==> src/rtl/csr_pkg.sv <==
// -----------------------------------------------------------------------------
// csr_pkg
// Shared definitions for the CSR LED PWM block: modify-strobe encodings,
// register offsets inside the four-address window, CTRL field positions and
// the read-modify-write helper used by every register.
// -----------------------------------------------------------------------------
package csr_pkg;

    // CSR modify strobe encodings
    typedef enum logic [1:0] {
        MOD_NONE  = 2'b00,
        MOD_WRITE = 2'b01,
        MOD_SET   = 2'b10,
        MOD_CLEAR = 2'b11
    } modify_e;

    // Register offsets from BASE_ADDR
    localparam logic [1:0] OFS_MASK  = 2'd0;
    localparam logic [1:0] OFS_CTRL  = 2'd1;
    localparam logic [1:0] OFS_INDEX = 2'd2;
    localparam logic [1:0] OFS_DUTY  = 2'd3;

    // CTRL bit positions
    localparam int CTRL_PWM_EN_BIT   = 0;
    localparam int CTRL_BLINK_EN_BIT = 1;
    localparam int CTRL_PERIOD_LSB   = 8;
    localparam int CTRL_PERIOD_MSB   = 15;

    // Implemented bits of the fixed-width registers
    localparam logic [31:0] CTRL_IMPL  = 32'h0000_ff03;
    localparam logic [31:0] INDEX_IMPL = 32'h0000_00ff;

    // Apply a CSR modify operation to a current value. The caller masks the
    // result down to the implemented bits of the target register.
    function automatic logic [31:0] apply_modify(input logic [31:0] cur,
                                                 input logic [31:0] wd,
                                                 input logic [1:0]  mod);
        logic [31:0] res;
        res = cur;
        case (mod)
            MOD_WRITE: res = wd;
            MOD_SET:   res = cur | wd;
            MOD_CLEAR: res = cur & ~wd;
            default:   res = cur;
        endcase
        return res;
    endfunction

endpackage

==> src/rtl/csr_pwm_timebase.sv <==
// -----------------------------------------------------------------------------
// csr_pwm_timebase
// Shared timebase for all LED channels: a prescaler producing one tick every
// PRESCALE clocks, the PWM frame counter, the frame_end strobe and the global
// blink phase generator.
//
// Ports:
//   CLOCK_50         clock
//   rstn             synchronous active-low reset
//   blink_period_i   frames per blink half-period (0 = blink phase held on)
//   blink_restart_i  restart blink sequence (counter to 0, phase on)
//   pwm_cnt_o        current position inside the PWM frame
//   frame_end_o      high in the cycle whose edge wraps the frame counter
//   phase_o          blink phase (1 = LEDs allowed on)
// -----------------------------------------------------------------------------
module csr_pwm_timebase #(
    parameter int PRESCALE = 195,
    parameter int PWM_BITS = 8
) (
    input  logic                CLOCK_50,
    input  logic                rstn,
    input  logic [7:0]          blink_period_i,
    input  logic                blink_restart_i,
    output logic [PWM_BITS-1:0] pwm_cnt_o,
    output logic                frame_end_o,
    output logic                phase_o
);

    // A one-bit prescaler is kept for PRESCALE==1; it never leaves zero.
    localparam int             PS_W    = (PRESCALE > 1) ? $clog2(PRESCALE) : 1;
    localparam logic [PS_W-1:0] PS_LAST = PS_W'(PRESCALE - 1);

    logic [PS_W-1:0]     ps_q, ps_d;
    logic [PWM_BITS-1:0] cnt_q, cnt_d;
    logic [7:0]          blink_q, blink_d;
    logic                phase_q, phase_d;
    logic                tick;
    logic                frame_end;

    always_comb begin
        tick      = (ps_q == PS_LAST);
        ps_d      = tick ? '0 : ps_q + 1'b1;
        cnt_d     = tick ? cnt_q + 1'b1 : cnt_q;
        frame_end = tick && (cnt_q == '1);

        blink_d = blink_q;
        phase_d = phase_q;
        // A restart or a zero period pins the phase on; otherwise the phase
        // toggles after blink_period_i complete frames.
        if (blink_restart_i || (blink_period_i == 8'd0)) begin
            blink_d = 8'd0;
            phase_d = 1'b1;
        end else if (frame_end) begin
            if (blink_q == (blink_period_i - 8'd1)) begin
                blink_d = 8'd0;
                phase_d = ~phase_q;
            end else begin
                blink_d = blink_q + 8'd1;
            end
        end
    end

    always_ff @(posedge CLOCK_50) begin
        if (!rstn) begin
            ps_q    <= '0;
            cnt_q   <= '0;
            blink_q <= 8'd0;
            phase_q <= 1'b1;
        end else begin
            ps_q    <= ps_d;
            cnt_q   <= cnt_d;
            blink_q <= blink_d;
            phase_q <= phase_d;
        end
    end

    assign pwm_cnt_o   = cnt_q;
    assign frame_end_o = frame_end;
    assign phase_o     = phase_q;

endmodule

==> src/rtl/csr_led_pwm.sv <==
// -----------------------------------------------------------------------------
// csr_led_pwm
// CSR-mapped LED driver: CHANNELS outputs with per-channel PWM brightness,
// a global enable mask and an optional global blink. Four registers at
// BASE_ADDR..BASE_ADDR+3: MASK, CTRL, INDEX, DUTY (duty of channel INDEX).
//
// CSR handshake: any cycle whose addr falls in the window is an access. The
// following cycle presents valid=1 with rdata holding the value the register
// had before the access; outside the window valid=0 and rdata=0. The modify
// strobe (write/set/clear) takes effect on the same edge that captures rdata.
//
// Ports:
//   CLOCK_50       clock
//   rstn           synchronous active-low reset
//   read           CSR read strobe (no functional effect)
//   modify         00 none, 01 write, 10 set bits, 11 clear bits
//   wdata          CSR write data
//   addr           CSR address
//   rdata          registered read data, 0 when not selected
//   valid          registered hit flag
//   leds           registered LED drive
//   AVOID_WARNING  OR-reduction of otherwise unused inputs
// -----------------------------------------------------------------------------
module csr_led_pwm
    import csr_pkg::*;
#(
    parameter logic [11:0] BASE_ADDR  = 12'h7c1,
    parameter int          CHANNELS   = 18,
    parameter int          PWM_BITS   = 8,
    parameter int          PRESCALE   = 195,
    parameter logic [31:0] RESET_MASK = 32'h81
) (
    input  logic                CLOCK_50,
    input  logic                rstn,
    input  logic                read,
    input  logic [1:0]          modify,
    input  logic [31:0]         wdata,
    input  logic [11:0]         addr,
    output logic [31:0]         rdata,
    output logic                valid,
    output logic [CHANNELS-1:0] leds,
    output logic                AVOID_WARNING
);

    localparam logic [31:0] MASK_IMPL = {32{1'b1}} >> (32 - CHANNELS);
    localparam logic [31:0] DUTY_IMPL = {32{1'b1}} >> (32 - PWM_BITS);
    localparam logic [7:0]  CH_LIMIT  = 8'(CHANNELS);

    // Register file
    logic [CHANNELS-1:0] mask_q, mask_d;
    logic                pwm_en_q, pwm_en_d;
    logic                blink_en_q, blink_en_d;
    logic [7:0]          period_q, period_d;
    logic [7:0]          index_q, index_d;
    logic [PWM_BITS-1:0] pend_q [CHANNELS];
    logic [PWM_BITS-1:0] act_q  [CHANNELS];

    // Bus outputs and LED drive
    logic [31:0]         rdata_q, rdata_d;
    logic                valid_q, valid_d;
    logic [CHANNELS-1:0] leds_q, leds_d;

    // Decode / modify datapath
    logic [11:0]         ofs_full;
    logic                hit;
    logic [1:0]          ofs;
    logic                idx_ok;
    logic [PWM_BITS-1:0] sel_duty;
    logic [31:0]         cur_val;
    logic [31:0]         impl_bits;
    logic [31:0]         raw_val;
    logic [31:0]         new_val;
    logic                do_mod;
    logic                duty_we;
    logic                blink_restart;

    // Timebase
    logic [PWM_BITS-1:0] pwm_cnt;
    logic                frame_end;
    logic                phase;

    csr_pwm_timebase #(
        .PRESCALE (PRESCALE),
        .PWM_BITS (PWM_BITS)
    ) u_timebase (
        .CLOCK_50        (CLOCK_50),
        .rstn            (rstn),
        .blink_period_i  (period_q),
        .blink_restart_i (blink_restart),
        .pwm_cnt_o       (pwm_cnt),
        .frame_end_o     (frame_end),
        .phase_o         (phase)
    );

    // Address decode: the subtraction wraps, so a single compare covers the
    // four-address window.
    always_comb begin
        ofs_full = addr - BASE_ADDR;
        hit      = (ofs_full < 12'd4);
        ofs      = ofs_full[1:0];
        idx_ok   = (index_q < CH_LIMIT);
    end

    // Pending duty of the channel selected by INDEX; 0 when out of range.
    always_comb begin
        sel_duty = '0;
        for (int i = 0; i < CHANNELS; i++) begin
            if (index_q == 8'(i)) begin
                sel_duty = pend_q[i];
            end
        end
    end

    // Pre-modify value and implemented-bit mask of the addressed register.
    always_comb begin
        cur_val   = 32'd0;
        impl_bits = 32'd0;
        case (ofs)
            OFS_MASK: begin
                cur_val   = 32'(mask_q);
                impl_bits = MASK_IMPL;
            end
            OFS_CTRL: begin
                cur_val[CTRL_PWM_EN_BIT]                  = pwm_en_q;
                cur_val[CTRL_BLINK_EN_BIT]                = blink_en_q;
                cur_val[CTRL_PERIOD_MSB:CTRL_PERIOD_LSB]  = period_q;
                impl_bits = CTRL_IMPL;
            end
            OFS_INDEX: begin
                cur_val   = 32'(index_q);
                impl_bits = INDEX_IMPL;
            end
            default: begin
                cur_val   = 32'(sel_duty);
                impl_bits = DUTY_IMPL;
            end
        endcase
        raw_val = apply_modify(cur_val, wdata, modify);
        // Masking here makes set/clear touch only implemented bits.
        new_val = raw_val & impl_bits;
    end

    // Next-state for the register file and bus outputs.
    always_comb begin
        do_mod        = hit && (modify != MOD_NONE);
        blink_restart = do_mod && (ofs == OFS_CTRL);
        duty_we       = do_mod && (ofs == OFS_DUTY) && idx_ok;

        mask_d     = mask_q;
        pwm_en_d   = pwm_en_q;
        blink_en_d = blink_en_q;
        period_d   = period_q;
        index_d    = index_q;

        if (do_mod && (ofs == OFS_MASK)) begin
            mask_d = new_val[CHANNELS-1:0];
        end
        if (blink_restart) begin
            pwm_en_d   = new_val[CTRL_PWM_EN_BIT];
            blink_en_d = new_val[CTRL_BLINK_EN_BIT];
            period_d   = new_val[CTRL_PERIOD_MSB:CTRL_PERIOD_LSB];
        end
        if (do_mod && (ofs == OFS_INDEX)) begin
            index_d = new_val[7:0];
        end

        valid_d = hit;
        rdata_d = hit ? cur_val : 32'd0;
    end

    // LED compare: mask, PWM window against the active (shadowed) duty, blink.
    always_comb begin
        leds_d = '0;
        for (int i = 0; i < CHANNELS; i++) begin
            leds_d[i] = mask_q[i]
                      & (pwm_en_q   ? (pwm_cnt < act_q[i]) : 1'b1)
                      & (blink_en_q ? phase                : 1'b1);
        end
    end

    always_ff @(posedge CLOCK_50) begin
        if (!rstn) begin
            mask_q     <= RESET_MASK[CHANNELS-1:0];
            pwm_en_q   <= 1'b0;
            blink_en_q <= 1'b0;
            period_q   <= 8'd0;
            index_q    <= 8'd0;
            rdata_q    <= 32'd0;
            valid_q    <= 1'b0;
            leds_q     <= '0;
        end else begin
            mask_q     <= mask_d;
            pwm_en_q   <= pwm_en_d;
            blink_en_q <= blink_en_d;
            period_q   <= period_d;
            index_q    <= index_d;
            rdata_q    <= rdata_d;
            valid_q    <= valid_d;
            leds_q     <= leds_d;
        end
    end

    // Active duty reloads only on frame_end; a DUTY write landing on that
    // same edge is not seen until the next frame because active samples the
    // old pending value.
    always_ff @(posedge CLOCK_50) begin
        if (!rstn) begin
            for (int i = 0; i < CHANNELS; i++) begin
                pend_q[i] <= '1;
                act_q[i]  <= '1;
            end
        end else begin
            for (int i = 0; i < CHANNELS; i++) begin
                if (frame_end) begin
                    act_q[i] <= pend_q[i];
                end
                if (duty_we && (index_q == 8'(i))) begin
                    pend_q[i] <= new_val[PWM_BITS-1:0];
                end
            end
        end
    end

    assign rdata = rdata_q;
    assign valid = valid_q;
    assign leds  = leds_q;

    // Bits of the modify result that no register stores, plus the read strobe.
    assign AVOID_WARNING = read | (|(raw_val & ~impl_bits));

endmodule

==> config.mk <==
export PLATFORM = sky130hd
export DESIGN_NAME = csr_led_pwm
export DESIGN_NICKNAME = d
export VERILOG_FILES = /design/src/rtl/csr_pkg.sv /design/src/rtl/csr_pwm_timebase.sv /design/src/rtl/csr_led_pwm.sv
export SDC_FILE = /design/constraint.sdc
export NUM_CORES = 1
export LEC_CHECK = 0
export BUFFER_PORTS_ARGS = -buffer_cell sky130_fd_sc_hd__buf_2
export CORE_MARGIN = 8
export CORE_UTILIZATION = 60
export DETAILED_ROUTE_END_ITERATION = 7
export PLACE_DENSITY = 0.83
export SLEW_MARGIN = 20
export SYNTH_ARGS = -nofsm -noshare
export SYNTH_HDL_FRONTEND = slang
export SYNTH_SLANG_ARGS = --single-unit
==> constraint.sdc <==
create_clock -name CLOCK_50 -period 10.7 [get_ports CLOCK_50]
set_input_delay 2.14 -clock CLOCK_50 [delete_from_list [all_inputs] [get_ports CLOCK_50]]
set_output_delay 2.14 -clock CLOCK_50 [all_outputs]
set_load 0.02 [all_outputs]
== Word-level counts from Yosys, hierarchy flattened ==
Memories as Yosys holds them, arrays and structs flattened.
Index checks and enable logic that the tools add are counted.

* Output and inout port bits: 52
* ROM bits: 0
* RAM bits: 288
* Memories: 2
* Bits in registers: 112
* Logic and storage cells: 319
* Input bits: 49
* Latch bits: 0

{| class="wikitable"
|+ Memory list
! name !! words !! bits a word !! rd ports !! clocked after memory_dff !! wr ports !! RTL line !! RTL
|-
| act_q || 18 || 8 || 18 || 0 || 18 || csr_led_pwm.sv:56 || <nowiki>logic [PWM_BITS-1:0] act_q [CHANNELS];</nowiki>
|-
| pend_q || 18 || 8 || 18 || 0 || 18 || csr_led_pwm.sv:55 || <nowiki>logic [PWM_BITS-1:0] pend_q [CHANNELS];</nowiki>
|}

* Bitwise logic cells: 81
* Mux-type cells: 138
* Equal/unequal tests: 26
* Multipliers: 0
* Reductions and logical operators: 35
* $add $sub $neg: 5
* Order comparisons: 20
* Div/mod/pow operators: 0
* Shift operators: 0

{| class="wikitable"
|+ Operators with widths
! operator !! count
|-
| 8-bit two-way mux || 55
|-
| 8-bit < comparator || 18
|-
| 32-bit case mux with 3 select lines || 1
|-
| 1-bit two-way mux || 77
|-
| 32-bit AND || 2
|-
| 8-bit by 4-bit == test with 1-bit output (second input constant) || 8
|-
| 32-bit inverter || 2
|-
| 1-bit OR || 37
|-
| 1-bit AND || 36
|-
| 18-bit case mux with 2 select lines || 1
|-
| 8-bit by 3-bit == test with 1-bit output (second input constant) || 4
|-
| 32-bit OR || 1
|-
| 32-bit OR reduction || 1
|-
| 1-bit logical AND || 25
|-
| 8-bit by 1-bit adder with 8-bit output (second input constant) || 3
|-
| 18-bit AND || 1
|-
| 6-bit case mux with 3 select lines || 1
|-
| 8-bit by 2-bit == test with 1-bit output (second input constant) || 2
|-
| 8-bit by 5-bit == test with 1-bit output (second input constant) || 2
|-
| 8-bit == test (second input constant) || 2
|-
| 8-bit zero test || 2
|-
| 8-bit case mux with 2 select lines || 1
|-
| 12-bit by 3-bit < comparator with 1-bit output (second input constant) || 1
|-
| 12-bit by 11-bit subtractor with 12-bit output (second input constant) || 1
|-
| other kinds (14) || 21
|}

== Longest topological paths before layout ==
* Depth after elaboration: 25
* Mapped depth: 13
* Depth with buffers taken out: 11

== Cells and area by module ==
Synthesis repeated with hierarchy kept, for this count alone.

* Cells, all modules: 1921
* Area total of the unflattened synthesis: 20425.8 µm²

{| class="wikitable"
|+ Modules (own cells, without submodules)
! module !! area an instance (µm²) !! cells an instance !! seq. area each (µm²) !! instances
|-
| csr_led_pwm || 18936.9 || 1758 || 10109.7 || 1
|-
| csr_pwm_timebase || 1488.9 || 163 || 500.5 || 1
|}

== Least setup slack after synthesis ==
Ideal clock, no wire load.

* Path kind: input-to-output
* From: input port addr[0]
* To: output port AVOID_WARNING
* Path slack: 4.404 ns
* Buffers on the path: 2
* Required time: 8.560 ns
* Stages: 11
* Data arrival time: 4.156 ns
* Cell sequence: inv_1 > ha_1 > clkbuf_1 > clkbuf_1 > o2111ai_1 > o21ai_0 > o22ai_1 > a211o_1 > nor3_1 > a41oi_1 > nand2b_1

* Cells in the longest elaborated chain, start to end: 8
* Elaborated cells on any way between the ends: 16
* Classes of those cells: 1 x add/sub; 2 x eq/ne; 6 x mux; 5 x bitwise; 2 x reduce/logical

{| class="wikitable"
|+ Ends and longest elaborated chain
! what !! RTL line !! RTL
|-
| start, declared || csr_led_pwm.sv:38 || <nowiki>input logic [11:0] addr,</nowiki>
|-
| 12-bit by 11-bit subtractor with 12-bit output (*) || csr_led_pwm.sv:98 || <nowiki>ofs_full = addr - BASE_ADDR;</nowiki>
|-
| 2-bit == test, or another cell as far along || csr_led_pwm.sv:118 || <nowiki>case (ofs)</nowiki>
|-
| 2-bit case mux with 3 select lines, or another cell as far along || csr_led_pwm.sv:118 ||
|-
| 32-bit AND or 32-bit OR (tied branches) || csr_pkg.sv:43, csr_pkg.sv:42 ||
|-
| 32-bit case mux with 3 select lines || csr_pkg.sv:40 || <nowiki>case (mod)</nowiki>
|-
| 32-bit AND (*) || csr_led_pwm.sv:229 || <nowiki>assign AVOID_WARNING = read | (|(raw_val & ~impl_bits));</nowiki>
|-
| 32-bit OR reduction (*) || csr_led_pwm.sv:229 ||
|-
| 1-bit OR (*) || csr_led_pwm.sv:229 ||
|-
| end, declared || csr_led_pwm.sv:42 || <nowiki>output logic AVOID_WARNING</nowiki>
|}

Every way passes the cells marked *; elsewhere a longest branch is shown, timed or not.

== Worst setup path in the final report ==
* From: input port addr[1]
* To: output port AVOID_WARNING

The elaborated chain is that of the path after synthesis.

==> metrics.txt <==
WL final 57.4 mm; Worst Path Max Fanout 22; max frequency 142 MHz; CTS Buffer Depth 3; cts repair resizes 0; die area 40300 µm²; vias per inst 6.32; overall power 3.17 mW; Net Sw Power 0.698 mW; post-cts hold buffer count 0; Final Util 67.1%; Worst Slack Setup Final 3640 ps; synthesized area per cell 10.4 µm²; outcome completed; Max-slew headroom 22.2%; ant diodes 0; Vias 15800; Post-Layout Cell Count 2503; WL/cell 22.9 µm; critical path type in -> out; combinational share of power 4.5%; Area growth syn-to-layout 10.1%; Final Instance Area 22500 µm²; initial cell density of the core 61.0%; Crit path top cell by count buf_2; pwr dens 141 nW/µm²; Fin. Hold Viols 0; pin count of the biggest net entering global routing 95; FF-to-FF Start index_q[1]; dpl cell area 21200 µm²; CTS sink count 386; Post-synth EDFFs 288; Final min period 7060 ps; die extent in x 201 µm; Slowest cell on crit path ha_1; commonest non-fill, non-tap cell in the layout edfxtp_1; Largest delay share family, worst path compound AO/OA/AOI/OAI gates; Buffers & Inverters on Critical Path 3; Setup WS pre-CTS 3770 ps; core box area 33500 µm²; DP HPWL 40.4 mm; Total GRT Usage 27.8%; Clock Skews 20.0 ps; synthesized area 20500 µm²; placed cell count 2429; CP endpoint kind output pin; Die Ht 201 µm; hold_ws 477 ps; CP startpoint addr[1]; Synth Register Bits 386; vias in the first global route 15400; commonest cells after routing, fill and taps aside edfxtp_1 (288), nand2_1 (259), nand2b_1 (171); layout net count 2211; Netlist cell types 88; RSZ-0062 raised after global routing no; sw frac 22.0%; # rows 67; Fill cells 2537; Pins Over Slew Limit 0; Int Pwr 2.47 mW; Post-CTS Setup Bufs 0; sequential-to-total area share from yosys stat 51.9%; setup TNS 0 ps; Synth Warn # 0; Worst-Margin Slew 1170 ps; Hold Path Class reg -> reg; critical-path cell list buf_2 > inv_1 > ha_1 > a221oi_1 > nor2_1 > o21ai_0 > a311oi_2 > nor3_1 > a22o_1 > a41oi_1 > nand2b_1 > buf_2; CTS Buf Count 41; clock root buffer clkbuf_16; Worst EP arrival 4920 ps; IO Count 101; CTS tree built; Clock power frac 44.5%; register share of total power 51.0%; clk_lat worst skew 550 ps; Synth Flop Type edfxtp_1; drt drc 0; hold path startpoint mask_q[1]; CP Launch Type primary input; Port Buffer Count 86; worst stage delay on the critical path 760 ps; ys async rst share 0%; initial antenna violation count 2; H-tree levels 2; leakage power 10.1 nW; DR iter-0 viols 2265; Worst-path clk slew 60 ps; layout cells sized above 1 10.6%; post-route antenna net violation count 0; cell count after synthesis 1970; final count of negative-setup-slack endpoints 0; first-pass GRT wire length 88.3 mm; Pre-Repair DR Iteration Count 7; Tcrit/Tclk final 65.9%; Final GP Congestion 1.08; Max VDD drop 152 µV; Worst EP required 8560 ps; Max Cap Violations 0; GRT Residual Overflow 0
## state kept, by name (all words and copies together), names as in the netlist
name / flops
leds: 18
rdata: 18
u_timebase.blink_q: 8
pwm_en_q: 1
valid: 1
u_timebase.pwm_cnt_o: 8
period_q: 8
u_timebase.ps_q: 8
mask_q: 18
pend_q: 144
blink_en_q: 1
act_q: 144
index_q: 8
u_timebase.phase_o: 1
## power groups by stage
| stage | combinational [mW] | clock [mW] | sequential, mW |
|---|---|---|---|
| floorplan | 0.0903 | 0 | 1.65 |
| global placement | 0.134 | 0 | 1.65 |
| detailed placement | 0.136 | 0 | 1.65 |
| CTS | 0.137 | 1.42 | 1.62 |
| global route | 0.149 | 1.48 | 1.62 |
| finish | 0.142 | 1.41 | 1.62 |
## final timing paths
path / endpoint / slack, ps / depth (start not counted)
max: AVOID_WARNING / 3640 / 12
min: leds[1] / 480 / 2
max reg2reg: pend_q[0][57] / 5650 / 9
min reg2reg: leds[1] / 480 / 2
## synthesized netlist by cell type (14+ instances only)
library cell	number	area, µm²
xor2_1	21	184
o22ai_1	15	93.8
clkbuf_1	64	240
nand2b_1	172	1080
nand3_1	40	200
edfxtp_1	288	8650
buf_4	15	113
inv_1	146	548
nor3_1	26	130
nor2b_1	15	93.8
a21o_1	131	983
buf_2	26	130
dfxtp_1	98	1960
mux2i_1	17	170
a21oi_1	63	315
o21ai_0	68	340
nand2_1	259	972
nor2_1	107	402
ha_1	138	1730
a31oi_1	17	106
nand4_1	14	87.6
## logic make-up (layout without fill, tap and decap cells)
family	Yosys count	count (layout)	share of synthesized area [%]
compound gates	415	415	14.2
xor+xnor	32	32	1.37
fa+ha+maj	138	138	8.44
buf+inv	260	332	5.32
flops	386	386	51.9
mux	26	26	1.44
other cells	1	14	0.0183
simple gates	712	712	17.3
## layer usage
layer | GRT usage (%) | wire [µm] | vias up
met5 | 0 | 24 | -
met4 | 9.41 | 2320 | 4
met3 | 7.46 | 7200 | 216
met2 | 44.2 | 25700 | 1075
met1 | 36.4 | 22200 | 7458
li1 | - | - | 7054
## layout make-up
cell class | count | area, µm² | share of cell area (%)
clock buffers | 61 | 1280 | 5.68
well taps | 448 | 561 | 2.49
repair buffers | 110 | 611 | 2.71
multi-input cells | 1337 | 8820 | 39.2
clock inverters | 13 | 77.6 | 0.345
inverters | 148 | 556 | 2.47
flip-flops and latches | 386 | 10600 | 47.1
## worst min-delay path: stages, from the launching register on
cell and delay, ps:
dfxtp_1 320, nand2_1 70, a21oi_1 40
No activity file was read; power rests on OpenSTA's default activity.
